$ cat config.mk
export PLATFORM = sky130hd
export DESIGN_NAME = exec_muldiv
export DESIGN_NICKNAME = d
export VERILOG_FILES = /design/src/rtl/exec_pkg.sv /design/src/rtl/muldiv_step.sv /design/src/rtl/exec_muldiv.sv
export SDC_FILE = /design/constraint.sdc
export NUM_CORES = 1
export LEC_CHECK = 0
export ABC_AREA = 1
export CORE_MARGIN = 4
export CORE_UTILIZATION = 50
export CTS_CLUSTER_SIZE = 28
export DETAILED_ROUTE_END_ITERATION = 16
export GPL_TIMING_DRIVEN = 0
export PLACE_DENSITY = 0.7
export RECOVER_POWER = 100
export SYNTH_ARGS = -nofsm -noshare
export SYNTH_HDL_FRONTEND = slang
export SYNTH_HIERARCHICAL = 1
export SYNTH_SLANG_ARGS = --single-unit
$ cat constraint.sdc
create_clock -name clk -period 3.67 [get_ports clk]
set_input_delay 0.734 -clock clk [delete_from_list [all_inputs] [get_ports clk]]
set_output_delay 0.734 -clock clk [all_outputs]
set_load 0.005 [all_outputs]
$ cat src/rtl/exec_pkg.sv
// Shared definitions for the execute-stage multiply/divide unit: operation
// encodings, controller states and a width-generic most-negative constant.
package exec_pkg;

  typedef enum logic [1:0] {
    MULU = 2'b00,
    MUL  = 2'b01,
    DIVU = 2'b10,
    DIV  = 2'b11
  } opT;

  typedef enum logic [1:0] {
    IDLE,
    RUN,
    FIX,
    DONE
  } stateT;

  // Widest operand the helper below can describe.
  localparam int unsigned MAX_WIDTH = 256;

  // Most-negative two's-complement value of the given width, right-aligned;
  // callers truncate to their own width.
  function automatic logic [MAX_WIDTH-1:0] mostNegative(input int unsigned width);
    return MAX_WIDTH'(1) << (width - 1);
  endfunction

endpackage

$ cat src/rtl/muldiv_step.sv
// One iteration of the shared datapath: a shift/add multiply step or a
// restoring divide step on the 2*WIDTH accumulator. Purely combinational.
module muldiv_step #(
  parameter int WIDTH = 32
) (
  input  logic [2*WIDTH-1:0] acc,
  input  logic [WIDTH-1:0]   operand,
  input  logic               isDiv,
  output logic [2*WIDTH-1:0] nextAcc,
  output logic               quoBit
);

  logic [WIDTH:0]   mulSum;
  logic [WIDTH:0]   remShift;
  logic [WIDTH+1:0] trial;

  // Multiply: conditional add into the upper half, then shift right with the
  // carry. Divide: shift {rem, quo} left, keep the trial difference if it
  // did not go negative. The quotient bit is returned separately and the
  // accumulator LSB is left clear for the caller to merge it in.
  always_comb begin
    // NOTE: every output gets a default first so no path can leave one
    // unassigned, which would infer a latch.
    nextAcc = '0;
    quoBit  = 1'b0;

    mulSum   = {1'b0, acc[2*WIDTH-1:WIDTH]} + (acc[0] ? {1'b0, operand} : '0);
    remShift = acc[2*WIDTH-1:WIDTH-1];
    trial    = {1'b0, remShift} - {2'b00, operand};

    if (isDiv) begin
      quoBit  = ~trial[WIDTH+1];
      nextAcc = {(quoBit ? WIDTH'(trial) : remShift[WIDTH-1:0]), acc[WIDTH-2:0], 1'b0};
    end else begin
      nextAcc = {mulSum, acc[WIDTH-1:1]};
    end
  end

endmodule

$ cat src/rtl/exec_muldiv.sv
// Iterative WIDTH-generic multiply/divide unit for the execute stage.
// Accept in IDLE, WIDTH iterations in RUN, sign fix-up and special cases in
// FIX, a one-cycle done pulse in DONE.
module exec_muldiv
  import exec_pkg::*;
#(
  parameter int WIDTH = 32
) (
  input  logic             clk,
  input  logic             reset,
  input  logic             start,
  input  logic [1:0]       op,
  input  logic [WIDTH-1:0] a,
  input  logic [WIDTH-1:0] b,
  input  logic             flush,
  output logic             busy,
  output logic             done,
  output logic             stall_out,
  output logic [WIDTH-1:0] result_hi,
  output logic [WIDTH-1:0] result_lo,
  output logic             div_zero
);

  localparam int               CNT_W     = $clog2(WIDTH);
  localparam logic [CNT_W-1:0] LAST_ITER = CNT_W'(WIDTH - 1);
  localparam logic [WIDTH-1:0] MOST_NEG  = WIDTH'(mostNegative(WIDTH));

  stateT              state;
  opT                 opReg;
  logic [CNT_W-1:0]   cnt;
  logic [2*WIDTH-1:0] acc;
  logic [WIDTH-1:0]   operand;
  logic [WIDTH-1:0]   aMag;
  logic               resSign;
  logic               remSign;
  logic               bZero;
  logic               overflow;

  logic               isDivReg;
  logic               isSignedIn;
  logic               isDivIn;
  logic               aNegIn;
  logic               bNegIn;
  logic [WIDTH-1:0]   aMagIn;
  logic [WIDTH-1:0]   bMagIn;

  logic [2*WIDTH-1:0] stepAcc;
  logic               stepQuoBit;
  logic [2*WIDTH-1:0] prodFix;
  logic [WIDTH-1:0]   quoFix;
  logic [WIDTH-1:0]   remFix;

  assign isDivReg  = (opReg == DIVU) || (opReg == DIV);
  assign stall_out = start & ~done;

  // Operand magnitudes and signs as seen at the acceptance edge.
  always_comb begin
    isSignedIn = op[0];
    isDivIn    = op[1];
    aNegIn     = isSignedIn & a[WIDTH-1];
    bNegIn     = isSignedIn & b[WIDTH-1];
    aMagIn     = aNegIn ? -a : a;
    bMagIn     = bNegIn ? -b : b;
  end

  muldiv_step #(.WIDTH(WIDTH)) uStep (
    .acc     (acc),
    .operand (operand),
    .isDiv   (isDivReg),
    .nextAcc (stepAcc),
    .quoBit  (stepQuoBit)
  );

  // Sign correction and special cases applied to the finished iteration.
  // Remainder for b == 0 is the original dividend, rebuilt from its
  // magnitude and sign. The MIN / -1 case also falls out of the magnitude
  // arithmetic; it is pinned explicitly so the result never depends on it.
  always_comb begin
    prodFix = resSign ? -acc : acc;
    quoFix  = resSign ? -acc[WIDTH-1:0] : acc[WIDTH-1:0];
    remFix  = remSign ? -acc[2*WIDTH-1:WIDTH] : acc[2*WIDTH-1:WIDTH];
    if (bZero) begin
      quoFix = '1;
      remFix = remSign ? -aMag : aMag;
    end
    if (overflow) begin
      quoFix = MOST_NEG;
      remFix = '0;
    end
  end

  // Controller, iteration counter, operand registers and result registers.
  // NOTE: sequential state uses non-blocking assignments only, so every
  // register samples the pre-edge values regardless of statement order.
  // NOTE: all state, datapath included, is cleared by reset so nothing ever
  // reads as X after power-up.
  always_ff @(posedge clk or negedge reset) begin
    if (!reset) begin
      state     <= IDLE;
      opReg     <= MULU;
      cnt       <= '0;
      acc       <= '0;
      operand   <= '0;
      aMag      <= '0;
      resSign   <= 1'b0;
      remSign   <= 1'b0;
      bZero     <= 1'b0;
      overflow  <= 1'b0;
      busy      <= 1'b0;
      done      <= 1'b0;
      result_hi <= '0;
      result_lo <= '0;
      div_zero  <= 1'b0;
    end else if (flush) begin
      state <= IDLE;
      busy  <= 1'b0;
      done  <= 1'b0;
    end else begin
      case (state)
        IDLE: begin
          done <= 1'b0;
          if (start) begin
            opReg    <= opT'(op);
            aMag     <= aMagIn;
            operand  <= isDivIn ? bMagIn : aMagIn;
            acc      <= {{WIDTH{1'b0}}, (isDivIn ? aMagIn : bMagIn)};
            resSign  <= aNegIn ^ bNegIn;
            remSign  <= aNegIn;
            bZero    <= isDivIn && (b == '0);
            overflow <= (op == DIV) && (a == MOST_NEG) && (b == '1);
            cnt      <= '0;
            busy     <= 1'b1;
            state    <= RUN;
          end
        end
        RUN: begin
          acc <= {stepAcc[2*WIDTH-1:1], stepAcc[0] | stepQuoBit};
          if (cnt == LAST_ITER) begin
            state <= FIX;
          end else begin
            cnt <= cnt + CNT_W'(1);
          end
        end
        FIX: begin
          if (isDivReg) begin
            result_hi <= remFix;
            result_lo <= quoFix;
            div_zero  <= bZero;
          end else begin
            {result_hi, result_lo} <= prodFix;
          end
          busy  <= 1'b0;
          done  <= 1'b1;
          state <= DONE;
        end
        DONE: begin
          done  <= 1'b0;
          state <= IDLE;
        end
        default: state <= IDLE;
      endcase
    end
  end

endmodule

==> results.py <==
metrics = {
    "setup_path": {
        "crit_path_max_fanout": 10,
        "startpoint_type": "register",
        "cp-end-kind": "register",
        "crit_required_ns": 4.09,
        "arrival_ns": 3.99,
        "crit_path_start": "opReg[1]$_DFFE_PN0P_",
        "worst-setup-path-type": "reg2reg",
        "r2r-start": "opReg[1]$_DFFE_PN0P_",
    },
    "global_routing": {
        "grt_start_max_net_pins": 113,
        "grt_util_all_layers": 0.414,
        "antenna_found_initial": 1,
        "grt_pass1_wl_um": 147000,
        "gr-total-overflow": 0,
        "grt_pass1_vias": 23500,
    },
    "clock_tree": {
        "clk_pin_slew_ns": 0.06,
        "holdBufCountCts": 0,
        "clockRootBuffer": "clkbuf_16",
        "cts_max_path_buffers": 3,
        "ctsResizeCount": 0,
        "clk_latency_ns": 0.57,
        "post_cts_buffers": 0,
        "clock_sinks": 207,
        "cts_tree": "built",
        "htreeDepth": 1,
        "numCtsBuffers": 25,
    },
    "timing": {
        "layout_setup_ws_ns": 0.0945,
        "finalSetupViolations": 0,
        "drv_slew": 96,
        "finClkSkew_ns": 0.0109,
        "whs_ns": 0.468,
        "fmax_mhz": 280,
        "grt_setup_unrepaired": "no",
        "finalHoldViolCount": 0,
        "worst_pin_slew_ns": 2.42,
        "min_period_ns": 3.58,
        "period_share": 0.974,
        "tns_ns": 0,
        "relSlewSlack": -0.610,
    },
    "logic_synthesis": {
        "yosys.area.top_type_share": 0.242,
        "seq_area_frac_synth": 0.242,
        "synth_nets": 3848,
        "synth-seq-cells": 207,
        "netlist_instances": 3701,
        "syn-cell-area_um2": 21400,
        "synth.distinct_cells": 51,
        "synth_area_leader_cell": "dfrtp_1",
        "syn_avg_cell_area_um2": 5.79,
        "async_flop_share": 1.00,
        "yosys_warnings": 6,
        "synth_edf_count": 0,
        "ys_top_cells_by_count": "1274 x nand2_1, 469 x inv_1, 455 x nand3_1, 350 x nor2_1, 224 x o21ai_0",
        "synth_area_leaders": "dfrtp_1 24%, nand2_1 22%, nand3_1 11%, inv_1 8.2%, nor2_1 6.1%",
        "yosysMostFrequentCell": "nand2_1",
        "ys.flop_type": "dfrtp_1",
    },
    "floorplanning": {
        "die_area_um2": 46200,
        "die_width_um": 215,
        "io_pins": 138,
        "rows": 75,
        "die_height_um": 215,
        "start_util": 0.508,
        "core_area_um2": 42100,
    },
    "cells_and_area": {
        "final_nets": 4011,
        "final_cells": 4421,
        "area_growth_pct": 13.2,
        "drive_gt1_frac": 0.0386,
    },
    "detailed_routing": {
        "first_iter_violations": 3802,
        "vias_per_cell": 5.87,
        "detail_route.wl_per_cell_um": 22.4,
        "routed_wl_um": 98900,
        "drc": 0,
        "firstDrtPassIters": 7,
        "vias": 26000,
        "ant_nets": 0,
    },
    "place": {
        "place_inst": 4377,
        "io_buffer_count": 136,
        "dp_hpwl_um": 80900,
        "place_ws_ns": 0.0473,
        "gp_congestion": 1.12,
    },
    "pwr": {
        "p_seq_frac": 0.210,
        "p_sw_mw": 14.4,
        "total_power_mw": 24.5,
        "power_frac_clock": 0.105,
        "power_density_nw_per_um2": 1010,
        "ir_drop_mv": 0.454,
        "intPower_mw": 10.1,
        "power.leakage_nw": 12.8,
        "switching_share": 0.587,
        "comb_power_share": 0.685,
    },
    "hold_path": {
        "min_path_type": "reg2reg",
        "min_from": "result_hi[27]$_DFFE_PN0P_",
    },
    "job": {
        "drv_cap": 1,
    },
    "outcome": {
        "status": "finished, violations left",
        "violations": "max-capacitance violations, max-slew violations",
    },
}
[state kept, by name (all words and copies together), names as in the netlist, 2 cells and up]
signal,cells
acc,64
aMag,32
operand,32
result_hi,32
result_lo,32
cnt,5
state,2
[layout by cell type, fill, tap and decap left out, types with 14 or more instances in the layout]
| cell | Yosys | routed |
|---|---|---|
| nor2_2 | 28 | 22 |
| dlygate4sd3_1 | 0 | 71 |
| o221ai_1 | 14 | 14 |
| nand4_1 | 40 | 40 |
| clkbuf_1 | 67 | 81 |
| o21ai_0 | 224 | 237 |
| inv_1 | 469 | 475 |
| dfrtp_1 | 207 | 207 |
| nand2_1 | 1274 | 1276 |
| nand3_1 | 455 | 455 |
| clkdlybuf4s50_1 | 0 | 64 |
| nor2_1 | 350 | 360 |
| nand3b_1 | 39 | 39 |
| clkbuf_16 | 0 | 25 |
| nor3_1 | 30 | 30 |
| xnor2_1 | 24 | 24 |
| xor2_1 | 54 | 54 |
| ha_1 | 75 | 75 |
| buf_2 | 35 | 27 |
| o211ai_1 | 14 | 14 |
| a21oi_1 | 129 | 130 |
[per-layer routing]
layer / up-vias / track usage / wire length, um / share of wire
met4: 0 / 0.214 / 6490 / 0.066
met1: 11800 / 0.561 / 39300 / 0.40
met2: 1659 / 0.595 / 39700 / 0.40
li1: 12200 / - / - / -
met5: - / 0 / 0 / 0
met3: 328 / 0.123 / 13400 / 0.14
[worst paths after layout]
path                                              to  slack [ns]  cells after the start
max in group asynchronous     operand[8]$_DFFE_PN0P_        1.34                      1
min reg2reg                result_hi[27]$_DFFE_PN0P_        0.47                      2
max                               acc[0]$_DFFE_PN0P_        0.09                      6
min in group asynchronous  result_hi[17]$_DFFE_PN0P_        0.83                      1
max reg2reg                       acc[0]$_DFFE_PN0P_        0.09                      6
min                        result_hi[27]$_DFFE_PN0P_        0.47                      2
[critical path, stage by stage, from the launching register on]
cell and delay [ns]:
dfrtp_1 0.59, clkbuf_1 0.73, clkbuf_1 0.52, buf_1 0.71, nor2_1 0.10, o311ai_0 0.57, o21ai_0 0.17
[through the flow]
stage	utilization	cell area [um^2]
3_5_place_dp	0.557	23500
2_1_floorplan	-	21400
4_1_cts	0.577	24300
6_report	0.575	24200
3_3_place_gp	0.557	23500
5_1_grt	0.575	24200
[cells by family after synthesis]
kind of cell               after synthesis  share of synthesized area
and+or+nand+nor                       2272                      0.452
buffers and inverters                  614                      0.114
AOI/OAI and AO/OA                      452                      0.115
DFF                                    207                      0.242
xor gates and xnor gates                78                     0.0319
adders and majority gates               77                     0.0457
muxes                                    1                   0.000467
[power by group through the flow]
stage                     registers (mW)  logic, mW  clock network [mW]
final                               5.14       16.8                2.58
after global routing                5.19       18.4                2.66
after CTS                           4.99       16.4                2.58
after detailed placement            5.02       16.3                   0
after global placement              5.02       16.2                   0
after floorplan                     4.19       11.1                   0
[area by class of cell]
type,instances,area (um^2)
Antenna cell,1,2.50
Fill cell,4464,17900
Tap cell,539,674
Sequential cell,207,5180
Buffer,128,592
Clock inverter,12,141
Multi-Input combinational cell,2880,13700
Timing Repair Buffer,137,1380
Clock buffer,32,692
Inverter,485,1820
(Power assumes the default switching activity.)
